==> config.mk <==
export PLATFORM = sky130hd
export DESIGN_NAME = truth_table_sweeper
export DESIGN_NICKNAME = d
export VERILOG_FILES = /design/src/rtl/sweep_pkg.sv /design/src/rtl/settle_timer.sv /design/src/rtl/truth_table_sweeper.sv
export SDC_FILE = /design/constraint.sdc
export NUM_CORES = 1
export LEC_CHECK = 0
export ABC_AREA = 1
export BUFFER_PORTS_ARGS = -buffer_cell sky130_fd_sc_hd__buf_2
export CORE_AREA = 2 2 77 79
export CTS_BUF_LIST = sky130_fd_sc_hd__clkbuf_4
export DETAILED_ROUTE_END_ITERATION = 8
export DIE_AREA = 0 0 79 81
export HOLD_SLACK_MARGIN = 0.03
export PLACE_DENSITY = 0.79
export SYNTH_ARGS = -nofsm -noshare
export SYNTH_HDL_FRONTEND = slang
export SYNTH_SLANG_ARGS = --single-unit
==> constraint.sdc <==
create_clock -name clk -period 3.2 [get_ports clk]
set_input_delay 0.48 -clock clk [delete_from_list [all_inputs] [get_ports clk]]
set_output_delay 0.48 -clock clk [all_outputs]
set_load 0.01 [all_outputs]
==> src/rtl/sweep_pkg.sv <==
// Shared definitions for the truth-table sweeper.
// Provides the FSM state encoding, the vector count and the widths used by
// the sweeper top and its settle timer.
package sweep_pkg;

   localparam logic [1:0] S_IDLE = 2'd0;
   localparam logic [1:0] S_RUN  = 2'd1;
   localparam logic [1:0] S_DONE = 2'd2;

   localparam int unsigned N_VEC = 16;
   localparam int unsigned IDX_W = 4;
   localparam int unsigned CNT_W = 5;

endpackage

==> src/rtl/settle_timer.sv <==
// SETTLE-modulo counter that paces each vector of a sweep.
// Ports:
//   clk, rst : clock and synchronous active-high reset
//   clear    : hold the count at zero (asserted whenever no sweep runs)
//   tick     : high while count = SETTLE-1, i.e. on the sampling cycle
module settle_timer #(
   parameter int unsigned SETTLE = 1
) (
   input  logic clk,
   input  logic rst,
   input  logic clear,
   output logic tick
);

   logic [3:0] count_q, count_d;

   assign tick = (count_q == 4'(SETTLE - 1));

   always_comb begin
      count_d = count_q + 4'd1;
      if (clear || tick) begin
         count_d = 4'd0;
      end
   end

   always_ff @(posedge clk) begin
      if (rst) begin
         count_q <= 4'd0;
      end else begin
         count_q <= count_d;
      end
   end

endmodule

==> src/rtl/truth_table_sweeper.sv <==
// Stimulus driver and checker for a 4-input combinational function.
// Steps {a,b,c,d} through all 16 vectors, samples f_in after SETTLE cycles
// per vector, and compares the captured truth table with a latched mask.
// Ports:
//   clk, rst       : clock and synchronous active-high reset
//   start          : sweep request, honoured only in IDLE or DONE
//   expected       : expected truth table, latched when start is accepted
//   f_in           : output of the function under test
//   a, b, c, d     : vector index driven to the function, a = MSB
//   busy, done     : sweep in progress / sweep finished
//   pass           : captured equals expected (valid while done)
//   captured       : sampled truth table
//   fail_mask      : captured ^ expected
//   fail_count     : number of mismatching vectors
//   first_fail     : lowest mismatching vector index (0 if none)
module truth_table_sweeper
   import sweep_pkg::*;
#(
   parameter int unsigned SETTLE = 1
) (
   input  logic               clk,
   input  logic               rst,
   input  logic               start,
   input  logic [N_VEC-1:0]   expected,
   input  logic               f_in,
   output logic               a,
   output logic               b,
   output logic               c,
   output logic               d,
   output logic               busy,
   output logic               done,
   output logic               pass,
   output logic [N_VEC-1:0]   captured,
   output logic [N_VEC-1:0]   fail_mask,
   output logic [CNT_W-1:0]   fail_count,
   output logic [IDX_W-1:0]   first_fail
);

   logic [1:0]       state_q, state_d;
   logic [IDX_W-1:0] idx_q, idx_d;
   logic [N_VEC-1:0] exp_q, exp_d;
   logic [N_VEC-1:0] cap_q, cap_d;
   logic [N_VEC-1:0] cap_next;
   logic [CNT_W-1:0] fcnt_q, fcnt_d;
   logic [IDX_W-1:0] ffail_q, ffail_d;
   logic             pass_q, pass_d;
   logic             tick;
   logic             mismatch;

   // Timer is held at zero outside RUN so every sweep starts a fresh window.
   settle_timer #(
      .SETTLE (SETTLE)
   ) u_settle_timer (
      .clk   (clk),
      .rst   (rst),
      .clear (state_q != S_RUN),
      .tick  (tick)
   );

   always_comb begin
      state_d  = state_q;
      idx_d    = idx_q;
      exp_d    = exp_q;
      cap_d    = cap_q;
      fcnt_d   = fcnt_q;
      ffail_d  = ffail_q;
      pass_d   = pass_q;
      cap_next = cap_q;
      cap_next[idx_q] = f_in;
      mismatch = (f_in != exp_q[idx_q]);

      case (state_q)
         S_IDLE, S_DONE: begin
            if (start) begin
               state_d = S_RUN;
               idx_d   = '0;
               exp_d   = expected;
               cap_d   = '0;
               fcnt_d  = '0;
               ffail_d = '0;
               pass_d  = 1'b0;
            end
         end
         S_RUN: begin
            if (tick) begin
               cap_d = cap_next;
               if (mismatch) begin
                  fcnt_d = fcnt_q + 1'b1;
                  if (fcnt_q == '0) begin
                     ffail_d = idx_q;
                  end
               end
               if (idx_q == IDX_W'(N_VEC - 1)) begin
                  state_d = S_DONE;
                  // Full table including this last sample, so pass is ready with done.
                  pass_d  = (cap_next == exp_q);
               end else begin
                  idx_d = idx_q + 1'b1;
               end
            end
         end
         default: begin
            state_d = S_IDLE;
         end
      endcase
   end

   always_ff @(posedge clk) begin
      if (rst) begin
         state_q <= S_IDLE;
         idx_q   <= '0;
         exp_q   <= '0;
         cap_q   <= '0;
         fcnt_q  <= '0;
         ffail_q <= '0;
         pass_q  <= 1'b0;
      end else begin
         state_q <= state_d;
         idx_q   <= idx_d;
         exp_q   <= exp_d;
         cap_q   <= cap_d;
         fcnt_q  <= fcnt_d;
         ffail_q <= ffail_d;
         pass_q  <= pass_d;
      end
   end

   // idx is 0 in IDLE (only reachable via reset) and stays at 15 in DONE.
   assign {a, b, c, d} = idx_q;
   assign busy         = (state_q == S_RUN);
   assign done         = (state_q == S_DONE);
   assign pass         = pass_q;
   assign captured     = cap_q;
   assign fail_mask    = cap_q ^ exp_q;
   assign fail_count   = fcnt_q;
   assign first_fail   = ffail_q;

endmodule

# After elaboration in Yosys (flattened, before gate mapping)
# Cells that the tools add are included.
# word_totals
reg_bits	52
wordCells	69
output_inout_bits	48
inputBits	20
# classes
n_bitwise	1
eq_ne	12
mux	28
addsub	3
reduce_logical	15
order_cmp	2
# ops
cell	n
two-way mux 16 bit	2
one-hot mux 16 bit (2 select lines)	1
two-way mux 4 bit	6
bitwise mux 16 bit	1
equality test 16 bit	1
one-hot mux 4 bit (2 select lines)	2
XOR 16 bit	1
two-way mux 5 bit	3
AND reduction 4 bit	3
!= test 2 x 1 -> 1 bit (second input constant)	5
one-hot mux 5 bit (2 select lines)	1
adder 4 x 1 -> 4 bit (second input constant)	2
two-way mux 2 bit	3
AND reduction 3 bit	2
adder 5 x 1 -> 5 bit (second input constant)	1
zero test 5 bit	1
less-than comparator 4 x 5 -> 1 bit (second input constant)	1
two-way mux 1 bit	5
AND reduction 5 bit	1
binary-select mux 1 bit (select 4 bit)	1
demux 1 bit (select 4 bit)	1
equality test 4 bit (second input constant)	1
greater-or-equal comparator 4 x 1 -> 1 bit (second input constant)	1
zero test 4 bit	1
other kinds (12)	14

# Longest topological paths before layout
# Gate-level depths: netlist of run 1.
# logic_depth
depth_word	9
mapped_depth	15
mapped_depth_nobuf	13

# By module
# From an unflattened synthesis of run 1, not the netlist that was laid out.
# unflattened
hier_cells	458
hier_area_um2	3111.7
# by_module_without_submodules
module	cells_per_inst	instances	area_per_inst_um2	seq_area_each_um2
truth_table_sweeper	434	1	2920.3	960.9
settle_timer	24	1	191.4	80.1

# Least setup slack after synthesis of run 1
# OpenSTA, ideal clock, no wires.
# synth_path
path_type	register to register
startpoint	register idx_q[1]
endpoint	register pass_q, in the netlist pass
arrival_ns	1.605
synth_period_minus_slack_ns	1.673
path_slack_ns	1.527
path_buffers	0
required_ns	3.133
path_stages_with_launch	12
setup_ns	0.067
cell_sequence	dfxtp_1 inv_2 ha_1 nand2_1 nand2_1 o21ai_1 nor2_1 nor2_1 nand3_1 nor2_1 nand2_1 a21oi_2
# synth_between
elab_chain_cells	9
word_cells_on_any_way	13
classes_between	2 x order compare; 3 x eq/ne; 6 x mux; 2 x reduce/logical
# synth_rtl
element	line	text
start: declaration	truth_table_sweeper.sv:40	logic [IDX_W-1:0] idx_q, idx_d;
start signal: assignment	truth_table_sweeper.sv:119	idx_q <= idx_d;
less-than comparator 4 x 5 -> 1 bit (implied by the code) or greater-or-equal comparator 4 x 1 -> 1 bit (tied branches)	truth_table_sweeper.sv:69	cap_next[idx_q] = f_in;
logical AND 1 bit (implied by the code)	truth_table_sweeper.sv:69	
two-way mux 1 bit (implied by the code)	truth_table_sweeper.sv:69	
demux 1 bit (select 4 bit)	truth_table_sweeper.sv:69	
bitwise mux 16 bit	truth_table_sweeper.sv:69	
equality test 16 bit	truth_table_sweeper.sv:96	pass_d = (cap_next == exp_q);
two-way mux 1 bit	truth_table_sweeper.sv:93	if (idx_q == IDX_W'(N_VEC - 1)) begin
two-way mux 1 bit	truth_table_sweeper.sv:85	if (tick) begin
one-hot mux 1 bit (2 select lines)	truth_table_sweeper.sv:72	case (state_q)
end signal: assignment	truth_table_sweeper.sv:124	pass_q <= pass_d;
end: declaration	truth_table_sweeper.sv:46	logic pass_q, pass_d;
# Several ways; a longest one is shown, not always the timed one. The select of a mux whose other input is x is not followed.
# A chain may end at the register's enable or synchronous reset.

# Worst setup path after layout of run 1
# layout_path
startpoint	register idx_q[0]
endpoint	register ffail_q[0], in the netlist first_fail[0]
# layout_between
elab_chain_cells	5
word_cells_on_any_way	9
classes_between	2 x eq/ne; 6 x mux; 1 x reduce/logical
# layout_rtl
element	line	text
binary-select mux 1 bit (select 4 bit)	truth_table_sweeper.sv:70	mismatch = (f_in != exp_q[idx_q]);
two-way mux 1 bit (implied by the code)	truth_table_sweeper.sv:70	
!= test 1 bit	truth_table_sweeper.sv:70	
!= test 2 x 1 -> 1 bit (no source line)	--	
AND reduction 5 bit (no source line)	--	
end signal: assignment	truth_table_sweeper.sv:123	ffail_q <= ffail_d;
end: declaration	truth_table_sweeper.sv:45	logic [IDX_W-1:0] ffail_q, ffail_d;
# Several ways; a longest one is shown, not always the timed one. The select of a mux whose other input is x is not followed.

==> results by stage, run 1 <==
GRT:
- The via count of the first global-routing pass came to 2965.
- Entering global routing, the biggest net connects 36 pins.
- Summed over all layers, the global routing overflow is 0.
- The initial antenna violation count is 0.
- Global routing consumed, over all layers together, 25.1% of the routing resources.
- The first-pass GRT wire length is 12.8 mm.

Logic synthesis:
- The cell area after technology mapping is 2940 um^2.
- The synthesized instance count is 444.
- The synthesized netlist contains 27 unique library cells.
- The dominant register cell in the synthesized netlist is dfxtp_1.
- Averaged over all synthesized cells, the footprint is 6.63 um^2.
- Summed over its instances, the top area cell type makes up 35.4% of the synthesized netlist area.
- The proportion of register bits with asynchronous set or reset after synthesis is 0%.
- The sequential share of the synthesized area is between 30 and 40%.
- The flip-flop and latch count after synthesis is 52.
- By area the synthesized netlist is led by dfxtp_1 35%, nand2_1 18%, a21oi_1 7.1%, xor2_1 7.1%, inv_1 5.2%.
- The count of flip-flops with a built-in enable after synthesis is 0.
- The synthesized netlist net count is 473.
- The largest total area in the synthesized netlist belongs to dfxtp_1.
- The count of warnings emitted by yosys is 0.

Worst setup path:
- The largest single stage delay on the critical path is 0.63 ns.
- Walking the worst path, the cells encountered are inv_1 -> nand2_1 -> nand3_1 -> nand2_1 -> nand2_1 -> nand2_1 -> o21ai_0 -> nand3_1 -> nand3_1 -> nand2_1 -> inv_1 -> nor2_1.
- The critical path is of the reg2reg type.
- Of all nets on the critical path, the largest fanout is 14.
- The launch instance of the worst register-to-register path is idx_q[0].
- The slowest library cell on the worst path is dfxtp_1.
- The category of the worst setup path launch point is a register.
- The cell with the most instances on the worst path is nand2_1.
- The origin of the worst setup path is idx_q[0].
- The worst path required time is about 3.5 ns.
- The data arrival at the endpoint of the critical path is 2.70 ns.
- STA classifies the critical path endpoint as a register.

STA:
- The final critical-path share of the clock period is 74.2%.
- The max-slew violation count came to 0.
- The time the final worst path needs with I/O delays and setup is 2.37 ns.
- Headroom to the max-slew limit came out at approximately 57%.
- The worst-margin pin slew is 0.647 ns.
- The summed negative setup slack over all endpoints is 0 ns.
- Across the routed clock network, the largest skew measured is 0.0172 ns.
- The number of hold-slack violations in the final timing report was 0.
- The total of endpoints with negative setup slack in the final report is 0.
- Setup repair after global routing left no endpoint under its margin.
- The minimum hold slack is approximately 0.38 ns.
- The fmax is 0.421 GHz.

Layout:
- Leaving out fill and tap cells, the most frequent cell in the layout is nand2_1.
- The layout has 586 filler cells.
- The number of antenna cells inserted is 0.
- The area growth from synthesis to final layout is 14.5%.
- After routing the design area is 3370 um^2.
- The fraction of final layout cells sized beyond drive strength 1 is roughly 17%.
- Leaving out fill and tap cells, the most frequent cells in the layout are 139 x nand2_1, 67 x buf_2, 52 x dfxtp_1.
- The net count of the finished layout is 533.

Clock tree:
- The CTS tree is yes.
- The number of buffers added to fix hold violations after cts is 0.
- The total number of H-tree levels is 2.
- The worst-case clock buffer depth is 2.
- CTS placed an instance of clkbuf_4 at the clock tree root.
- The clock input transition at the sequential cells of the worst setup and hold paths is 0.15 ns.
- The post-cts resize count is 0.
- The number of clock buffers inserted by TritonCTS is 5.
- The total number of clock tree sinks is 52.
- The number of setup buffers added after CTS is 0.
- The later pin in the worst-skew pair is clocked with a latency of ~0.37 ns.

Power and ir drop:
- The leakage power is 1.63 nW.
- Across the VDD grid, the largest voltage drop is 0.255 mV.
- For this design the ratio of total power to cell area is approximately 380 nW/um^2.

Route:
- The routed length on met2 is 3.65 mm.
- The detail-routed via count per cell is approximately 5.2.
- For this run, design rule violations remaining after detail routing come to 0.
- After detailed routing, the average wire length per cell comes to 13.0 um.
- The detailed router finished its first iteration with about 250 violations.
- The total length of routed met3 wires is 393 um.
- The top layer reached by signal wires is met4.
- The final route contains ~3k vias.
- The routed wire length is 7.56 mm.
- The count of TritonRoute iterations in the first routing pass is 4.
- The routed length on met1 is between 3 and 4 mm.
- The antenna violation net count after detailed routing is 0.

Place:
- At the end of routability-driven placement, the weighted congestion stood at 0.891.
- The port buffer count is 67.
- The total half-perimeter wirelength after legalization and detailed placement is ~5.5 mm.
- Summing all placed instances gives a cell area of 3320 um^2.

Floorplan:
- The die covers 6400 um^2.
- The number of top-level pins is 68.
- Measured along the x axis, the die boundary spans 79 um.
- The area inside the core boundary is 5680 um^2.
- The initial core utilization is 51.9%.
- After floorplanning, the core was divided into 28 placement rows.
- The die is roughly 81 um tall.

Hold path:
- In this run the worst hold path is classified as in2reg.
- The startpoint identified for the worst hold timing path is start.

Run status:
- The run finished with clean final reports.

Flow run:
- The count of maximum capacitance violations is 0.
## worst paths after layout
check                                                 end  slack, ns  cells past startpoint
worst min register to register  u_settle_timer.count_q[0]       0.49                      1
worst max register to register              first_fail[0]       0.83                     12
worst max-delay path                        first_fail[0]       0.83                     12
worst min-delay path                           state_q[1]       0.38                      4
## metrics by stage
step	cells	setup slack, ns	power, mW	utilization (%)
2_1_floorplan	444	1.53	0.917	-
3_3_place_gp	572	0.985	0.999	58.4
3_5_place_dp	572	0.879	1.00	58.4
4_1_cts	580	0.854	1.30	59.4
5_1_grt	580	0.491	1.38	59.4
6_report	580	0.826	1.29	59.4
## state kept, by name, indices dropped and copies added (netlist names)
signal and count:
idx_q 4, exp_q 16, pass 1, state_q 2
fail_count 5, u_settle_timer.count_q 4, first_fail 4, captured 16
## synthesized netlist by cell type, types with 9 or more instances
library cell,number
clkbuf_1,10
ha_1,9
nor2_1,31
o21ai_1,12
xor2_1,24
o21ai_0,28
dfxtp_1,52
inv_1,41
nand2_1,139
a21oi_1,42
nand3_1,24
## per-layer routing
| metal | GRT usage, % | up-vias |
|---|---|---|
| li1 | - | 1540 |
| met1 | 30.9 | 1406 |
| met2 | 43.2 | 85 |
| met3 | 4.67 | 11 |
| met4 | 10.3 | 0 |
| met5 | 0 | - |
## report_power, final
group | leakage (nW) | switching [mW] | internal, mW | total (mW)
Sequential | 0.425 | 0.0290 | 0.678 | 0.707
Combinational | 1.17 | 0.184 | 0.100 | 0.284
Clock | 0.0293 | 0.210 | 0.0927 | 0.303
Total | 1.63 | 0.423 | 0.871 | 1.29
## cell families (layout without fill, tap and decap cells)
group                    count (synthesis)  after routing  synth area share, %
XOR/XNOR                                26             26                 7.73
buffers and inverters                   61            122                 8.20
AO/OA/AOI/OAI                           90             90                 16.0
adder cells (fa/ha/maj)                  9              9                 3.82
flip-flops                              52             52                 35.4
AND/OR/NAND/NOR                        206            206                 28.9
## worst max-delay path, delay by kind of cell, from the launching register on
kind | cells | cell delay, ns
simple gates | 9 | 1.26
flops | 1 | 0.63
buf+inv | 2 | 0.37
compound gates | 1 | 0.09
## area by class of cell
cell class / count / area, um^2 / share of cell area (%)
Clock inverter: 2 / 11.3 / 0.334
Tap cell: 75 / 93.8 / 2.78
Sequential cell: 52 / 1040 / 30.9
Inverter: 45 / 169 / 5.01
Clock buffer: 6 / 45.0 / 1.34
Multi-Input combinational cell: 331 / 1660 / 49.3
Timing Repair Buffer: 69 / 350 / 10.4
No activity file was read; power rests on OpenSTA's default activity.
==> run 2: changes to the inputs <==
==> constraint.sdc (replaced) <==
create_clock -name clk -period 2.4 [get_ports clk]
set_input_delay 0.36 -clock clk [delete_from_list [all_inputs] [get_ports clk]]
set_output_delay 0.36 -clock clk [all_outputs]
set_load 0.01 [all_outputs]
==> run 2 against run 1 <==
Against the previous run:
- global-route usage down 1.1 points
- largest cell class unchanged
- non-clock buffer count grew 5
- clock-buffer cell count is 1 lower
- core utilization up 0.99 points
- final area up 1.7%
- worst setup slack got worse by 0.44 ns
- maximum frequency increased by 18%
- clock power increased by 62%
- sequential power rose by 33%
- sequential share of layout area down 0.51 points
- worst hold slack got worse by 0.13 ns
- register-to-register slack worse by 0.44 ns
==> results by stage, run 2 (synthesis results as in run 1) <==
Worst setup path:
- The launch instance of the worst register-to-register path is idx_q[0] (unchanged).
- The largest fanout of any net on the critical path is 13 (was 14).
- The critical path capture point type is a register (unchanged).
- The kind of critical path is reg2reg (unchanged).
- The category of the worst setup path launch point is a register (unchanged).
- The origin of the worst setup path was idx_q[0] (unchanged).
- The worst path required time came to 2.72 ns (was 3.52 ns).
- The data arrival at the endpoint of the critical path is 2.34 ns (was 2.70 ns).

Route:
- The routed wire length is 7.32 mm (was 7.56 mm).
- The detail-routed via count per cell is 5.12 (was 5.24).
- The total number of vias is 2996 (was 3042).
- The antenna violation net count after detailed routing is 0 (unchanged).
- The average wire per cell in the routed design is 12.5 um (was 13.0 um).
- The count of TritonRoute iterations in the first routing pass was 4 (unchanged).
- The count of unresolved DRC violations after routing is 0 (unchanged).
- The DRC marker count from the first detailed-route iteration was 105 (was 253).

Layout:
- The non-filler instance count after layout is 585 (was 580).
- Leading cell types in the layout, fill and taps excluded: 139 x nand2_1, 67 x buf_2, 52 x dfxtp_1 (unchanged).
- The number of antenna cells inserted came to 0 (unchanged).
- The final layout net count is 538 (was 533).
- The most common cell after layout, fill and taps aside is nand2_1 (unchanged).
- The area growth from synthesis to final layout is 16.4% (was 14.5%).
- The number of fillers in the final layout is 572 (was 586).
- The fraction of final layout cells sized beyond drive strength 1 is 17.5% (was 16.8%).

Clock tree:
- The number of setup buffers added after CTS is 0 (unchanged).
- The post-cts resize count is 0 (unchanged).
- The number of clock buffers inserted by TritonCTS is 5 (unchanged).
- The clock root buffer master is clkbuf_4 (unchanged).
- The number of buffers added to fix hold violations after cts came to 0 (unchanged).
- The worst-case clock buffer depth is 2 (unchanged).
- The total number of clock tree sinks is 52 (unchanged).
- The insertion delay to the later sink of the worst-skew pair is 0.38 ns (was 0.37 ns).
- The CTS tree is yes (unchanged).
- The total number of H-tree levels came to 2 (unchanged).
- The clock input transition at the sequential cells of the worst setup and hold paths came to 0.14 ns (was 0.15 ns).

Floorplan:
- The area of the die is 6400 um^2 (unchanged).
- The initial core utilization came to 51.9% (unchanged).
- The area inside the core boundary is 5680 um^2 (unchanged).
- The number of top-level pins was 68 (unchanged).
- The die height is 81 um (unchanged).
- The row count came to 28 (unchanged).
- The horizontal die dimension is 79 um (unchanged).

Power and ir drop:
- The internal power is 1.26 mW (was 871 uW).
- The switching share of power is 30.8% (was 32.7%).
- The clock share of power came to 26.9% (was 23.4%).
- The leakage power was 1.66 nW (was 1.63 nW).
- The part of the power in registers is 51.5% (was 54.6%).
- The worst supply voltage drop on vdd came to 0.315 mV (was 0.255 mV).
- The switching power summed over all nets was 561 uW (was 423 uW).
- The logic gate share of total power is 21.6% (was 22.0%).
- The ratio of total power to cell area is 531 nW/um^2 (was 384 nW/um^2).

STA:
- The total of endpoints with negative setup slack in the final report came to 0 (unchanged).
- The summed negative setup slack over all endpoints was 0 ns (unchanged).
- The final critical-path share of the clock period is 84.0% (was 74.2%).
- The max-slew headroom at the worst pin is 63.2% (was 56.8%).
- Setup repair after global routing missed its margin: false (unchanged).
- The worst-margin pin slew is 0.552 ns (was 0.647 ns).
- The time the final worst path needs with I/O delays and setup is 2.02 ns (was 2.37 ns).
- The number of hold-slack violations in the final timing report was 0 (unchanged).
- The final setup skew is 0.00413 ns (was 0.0172 ns).
- The fmax came to 0.496 GHz (was 0.421 GHz).
- The max-slew violation count was 0 (unchanged).

Place:
- The total half-perimeter wirelength after legalization and detailed placement came to 5.46 mm (about the same).
- The port buffer count is 67 (unchanged).
- The global placer's final weighted congestion was 0.876 (was 0.891).
- The placed cell count is 577 (was 572).

GRT:
- The via count of the first global-routing pass is 2747 (was 2965).
- The overall track demand over capacity in global routing is 23.9% (was 25.1%).
- The first-pass GRT wire length came to 12.3 mm (was 12.8 mm).
- The largest net degree at the start of global routing is 35 (was 36).
- The total congestion overflow is 0 (unchanged).
- The initial antenna violation count was 0 (unchanged).

Hold path:
- The source of the worst hold timing path is expected[6] (was start).
- The classification of the worst-slack hold path is in2reg (unchanged).

Flow run:
- The count of maximum capacitance violations is 0 (unchanged).

Run status:
- Outcome: finished clean (unchanged).
[run 2: cell count changes in the layout (fill, tap and decap cells not counted), sizes merged]
| cell | delta |
|---|---|
| clkinvlp | -1 |
| clkbuf | -1 |
| bufinv | +1 |
| clkinv | +1 |
| buf | +5 |
[run 2: cell type report]
class | instances | area (um^2) | share of cell area, %
flip-flops and latches | 52 | 1040 | 30.4
repair buffers | 74 | 388 | 11.3
inverters | 45 | 169 | 4.93
clock inverters | 3 | 37.5 | 1.09
multi-input cells | 331 | 1660 | 48.5
well taps | 75 | 93.8 | 2.74
clock buffers | 5 | 37.5 | 1.09
[run 2: stage by stage]
| step | cell area, um^2 | setup slack (ns) | power [mW] | util, % | hold slack, ns |
|---|---|---|---|---|---|
| 2_1_floorplan | 2940 | 0.727 | 1.22 | - | 0.430 |
| 3_3_place_gp | 3350 | 0.424 | 1.34 | 59.1 | 0.444 |
| 3_5_place_dp | 3350 | 0.388 | 1.35 | 59.1 | 0.451 |
| 4_1_cts | 3430 | 0.351 | 1.83 | 60.4 | 0.239 |
| 5_1_grt | 3430 | 0.0381 | 1.93 | 60.4 | 0.255 |
| 6_report | 3430 | 0.384 | 1.82 | 60.4 | 0.249 |
[run 2: final timing paths]
| check | slack (ns) | cells past startpoint | end |
|---|---|---|---|
| worst max-delay path | 0.38 | 13 | first_fail[0] |
| worst min-delay path | 0.25 | 3 | exp_q[6] |
| worst max register to register | 0.38 | 13 | first_fail[0] |
| worst min register to register | 0.48 | 1 | u_settle_timer.count_q[0] |
[run 2: worst max-delay path, cell delays in order (launching register included)]
cell and delay [ns]:
dfxtp_1 0.33, inv_1 0.27, nand2_1 0.10, nand3_1 0.07, nand2_1 0.05, nand2_1 0.05
nand2_1 0.07, nor2_1 0.11, nand2_1 0.06, nand3_1 0.36, nand3_1 0.23, nand2_1 0.10
inv_1 0.04, nor2_1 0.10
[run 2: power groups by stage]
stage | Sequential (mW) | Combinational [mW] | Clock [mW]
finish | 0.938 | 0.393 | 0.490
global route | 0.944 | 0.449 | 0.534
CTS | 0.938 | 0.394 | 0.502
detailed placement | 0.957 | 0.392 | 0
global placement | 0.956 | 0.387 | 0
floorplan | 0.960 | 0.263 | 0
[run 2: layer usage]
metal | global-route usage, % | routed length (um) | vias up
met5 | 0 | 0 | -
met2 | 42.2 | 3610 | 62
met4 | 6.38 | 102 | 0
li1 | - | - | 1551
met1 | 30.5 | 3250 | 1374
met3 | 3.89 | 362 | 9
==> run 3: changes to the inputs <==
--- a/config.mk
+++ b/config.mk
@@ -7,12 +7,12 @@
 export LEC_CHECK = 0
 export ABC_AREA = 1
 export BUFFER_PORTS_ARGS = -buffer_cell sky130_fd_sc_hd__buf_2
-export CORE_AREA = 2 2 77 79
+export CORE_AREA = 2 2 80 82
 export CTS_BUF_LIST = sky130_fd_sc_hd__clkbuf_4
 export DETAILED_ROUTE_END_ITERATION = 8
-export DIE_AREA = 0 0 79 81
+export DIE_AREA = 0 0 82 84
 export HOLD_SLACK_MARGIN = 0.03
-export PLACE_DENSITY = 0.79
+export PLACE_DENSITY = 0.77
 export SYNTH_ARGS = -nofsm -noshare
 export SYNTH_HDL_FRONTEND = slang
 export SYNTH_SLANG_ARGS = --single-unit
==> constraint.sdc (replaced) <==
create_clock -name clk -period 1.6 [get_ports clk]
set_input_delay 0.24 -clock clk [delete_from_list [all_inputs] [get_ports clk]]
set_output_delay 0.24 -clock clk [all_outputs]
set_load 0.01 [all_outputs]
==> run 3 against run 2 <==
Against the previous run:
- the run now ends with setup timing left
- worst setup slack got worse by 0.58 ns
- sequential share of layout area fell by 5.8 points
- combinational power rose by 130%
- largest cell class unchanged
- largest power group unchanged
==> results by stage, run 3 (synthesis results as in run 1) <==
Worst setup path:
- The capturing point of the worst reg2reg path is pass (was first_fail[0]).
- The origin of the worst setup path is idx_q[0] (unchanged).
- The data arrival at the endpoint of the critical path was 2.13 ns (was 2.34 ns).
- The critical path capture point type is a register (unchanged).
- The launch instance of the worst register-to-register path is idx_q[0] (unchanged).
- The kind of critical path was reg2reg (unchanged).
- The register-to-register path setup slack is -0.19 ns (was 0.38 ns).
- The number of cell instances on the worst register-to-register path is 10 (was 13).
- The worst path required time is 1.93 ns (was 2.72 ns).
- The largest fanout of any net on the critical path is 7 (was 13).
- The category of the worst setup path launch point is a register (unchanged).

Floorplan:
- The die height is 84 um (was 81 um).
- The initial core utilization came to 48.3% (was 51.9%).
- The row count is 29 (was 28).
- The area of the die is 6890 um^2 (was 6400 um^2).
- The horizontal die dimension came to 82 um (was 79 um).
- The number of top-level pins is 68 (unchanged).
- The area inside the core boundary is 6100 um^2 (was 5680 um^2).

GRT:
- The total congestion overflow is 0 (unchanged).
- The via count of the first global-routing pass is 3213 (was 2747).
- The layer with the highest usage is met2 (unchanged).
- The routing usage on met3 came to 5.41% (was 3.89%).
- The overall track demand over capacity in global routing is 26.6% (was 23.9%).
- The met1 capacity usage during global routing is 31.4% (was 30.5%).
- The met2 demand-to-capacity share in global routing is 46.9% (was 42.2%).
- The first-pass GRT wire length is 14.4 mm (was 12.3 mm).
- The initial antenna violation count is 0 (unchanged).
- The largest net degree at the start of global routing is 35 (unchanged).

STA:
- The final critical-path share of the clock period was 112% (was 84.0%).
- The number of hold-slack violations in the final timing report was 0 (unchanged).
- The worst-margin pin slew is 0.459 ns (was 0.552 ns).
- The total of endpoints with negative setup slack in the final report was 15 (was 0).
- The fmax is 0.558 GHz (was 0.496 GHz).
- Setup repair after global routing missed its margin: true (was false).
- The max-slew violation count is 0 (unchanged).
- The minimum setup slack in the final design came to -0.192 ns (was 0.384 ns).
- The max-slew headroom at the worst pin is 69.1% (was 63.2%).
- The time the final worst path needs with I/O delays and setup is 1.79 ns (was 2.02 ns).
- The final setup skew is 0.00905 ns (was 0.00413 ns).

Hold path:
- The source of the worst hold timing path is expected[14] (was expected[6]).
- The instance count along the most critical hold path is 3 (unchanged).
- The classification of the worst-slack hold path is in2reg (unchanged).
- The worst min-delay path endpoint is exp_q[14] (was exp_q[6]).

Layout:
- The final layout net count came to 606 (was 538).
- The fraction of final layout cells sized beyond drive strength 1 is 36.0% (was 17.5%).
- The number of antenna cells inserted is 0 (unchanged).
- The utilization after layout is 70.3% (was 60.4%).
- The most common cell after layout, fill and taps aside is nand2_1 (unchanged).
- The area taken by multi-input logic gates is 1850 um^2 (was 1660 um^2).
- The number of fillers in the final layout is 492 (was 572).
- The area growth from synthesis to final layout is 45.6% (was 16.4%).
- Leading cell types in the layout, fill and taps excluded: 125 x nand2_1, 67 x buf_2, 61 x buf_4 (was 139 x nand2_1, 67 x buf_2, 52 x dfxtp_1).
- The storage element area is 1050 um^2 (was 1040 um^2).

Power and ir drop:
- The leakage power is 2.08 nW (was 1.66 nW).
- The switching share of power is 31.7% (was 30.8%).
- The ratio of total power to cell area came to 724 nW/um^2 (was 531 nW/um^2).
- The internal power is 2.12 mW (was 1.26 mW).
- The logic gate share of total power is 29.6% (was 21.6%).
- The part of the power in registers is 45.1% (was 51.5%).
- The switching power summed over all nets came to 985 uW (was 561 uW).
- The worst supply voltage drop on vdd is 0.461 mV (was 0.315 mV).
- The clock share of power came to 25.3% (was 26.9%).

Clock tree:
- The number of clock buffers inserted by TritonCTS is 5 (unchanged).
- The total number of clock tree sinks is 52 (unchanged).
- The insertion delay to the later sink of the worst-skew pair is 0.38 ns (about the same).
- The clock root buffer master is clkbuf_4 (unchanged).
- The CTS tree was yes (unchanged).
- The number of buffers added to fix hold violations after cts came to 0 (unchanged).
- The clock input transition at the sequential cells of the worst setup and hold paths came to 0.16 ns (was 0.14 ns).
- The worst-case clock buffer depth is 2 (unchanged).
- The total number of H-tree levels came to 2 (unchanged).

Route:
- The average wire per cell in the routed design came to 14.3 um (was 12.5 um).
- The routed wire length is 9.39 mm (was 7.32 mm).
- The antenna violation net count after detailed routing was 0 (unchanged).
- The total number of vias came to 3370 (was 2996).
- The DRC marker count from the first detailed-route iteration is 278 (was 105).
- The count of unresolved DRC violations after routing is 0 (unchanged).
- The count of TritonRoute iterations in the first routing pass is 4 (unchanged).
- The detail-routed via count per cell came to 5.15 (was 5.12).

Place:
- The port buffer count is 67 (unchanged).
- The total half-perimeter wirelength after legalization and detailed placement is 6.24 mm (was 5.46 mm).
- The global placer's final weighted congestion is 0.921 (was 0.876).
- The setup slack after placement came to -0.297 ns (was 0.388 ns).

Flow run:
- The count of maximum capacitance violations is 0 (unchanged).

Run status:
- The final reports fail on setup timing.
- Outcome: complete, but fails checks (was finished clean).
run 3: how the worst max path moves through the flow:
stage | endpoint
after floorplan | fail_count[1]
after global placement | fail_count[2]
after detailed placement | first_fail[0]
after CTS | pass
after global routing | pass
final | pass
run 3: area by class of cell:
cell class | count | area share, %
clock buffer | 6 | 1.05
clock inverter | 2 | 0.818
inverter | 45 | 4.29
multi-input combinational | 331 | 43.3
sequential | 52 | 24.6
tap | 77 | 2.25
timing repair buffer | 141 | 23.5
timing repair inverter | 1 | 0.175
run 3: repair_timing:
action	in CTS	in global routing
gates cloned	2	1
endpoints found under the setup margin	31	32
gates resized for setup	51	26
pin swaps	13	24
buffers inserted	5	1
run 3: power groups by stage:
stage               sequential, mW  clock (mW)  combinational (mW)
floorplan                     1.44           0               0.395
global placement              1.42           0               0.757
detailed placement            1.42           0               0.766
CTS                           1.40       0.783               0.861
global route                  1.41       0.832               0.999
finish                        1.40       0.786               0.917
run 3: stage by stage:
| step | hold WS (ns) | TNS [ns] | cell area [um^2] | power [mW] | std cells |
|---|---|---|---|---|---|
| 5_1_grt | 0.118 | -3.87 | 4290 | 3.24 | 655 |
| 4_1_cts | 0.131 | -0.172 | 4170 | 3.04 | 653 |
| 2_1_floorplan | 0.416 | 0 | 2950 | 1.84 | 444 |
| 6_report | 0.124 | -1.12 | 4290 | 3.10 | 655 |
| 3_5_place_dp | 0.487 | -5.65 | 3860 | 2.19 | 639 |
| 3_3_place_gp | 0.483 | -4.59 | 3860 | 2.18 | 639 |
run 3: routing by layer:
metal,part of all wire [%],wire length [um],vias to the layer above
met4,1.5,143,0
met5,0,0,-
li1,-,-,1695
met3,6.0,562,15
met2,53,4960,114
met1,40,3720,1546
run 3: critical path: stages (launching register included):
cell     delay, ns
dfxtp_4       0.43
buf_6         0.15
ha_4          0.17
nand2_1       0.07
o21ai_1       0.25
o21ai_0       0.15
nor2_1        0.17
nand2_1       0.08
nor2_1        0.09
nand2_1       0.07
a21oi_2       0.10
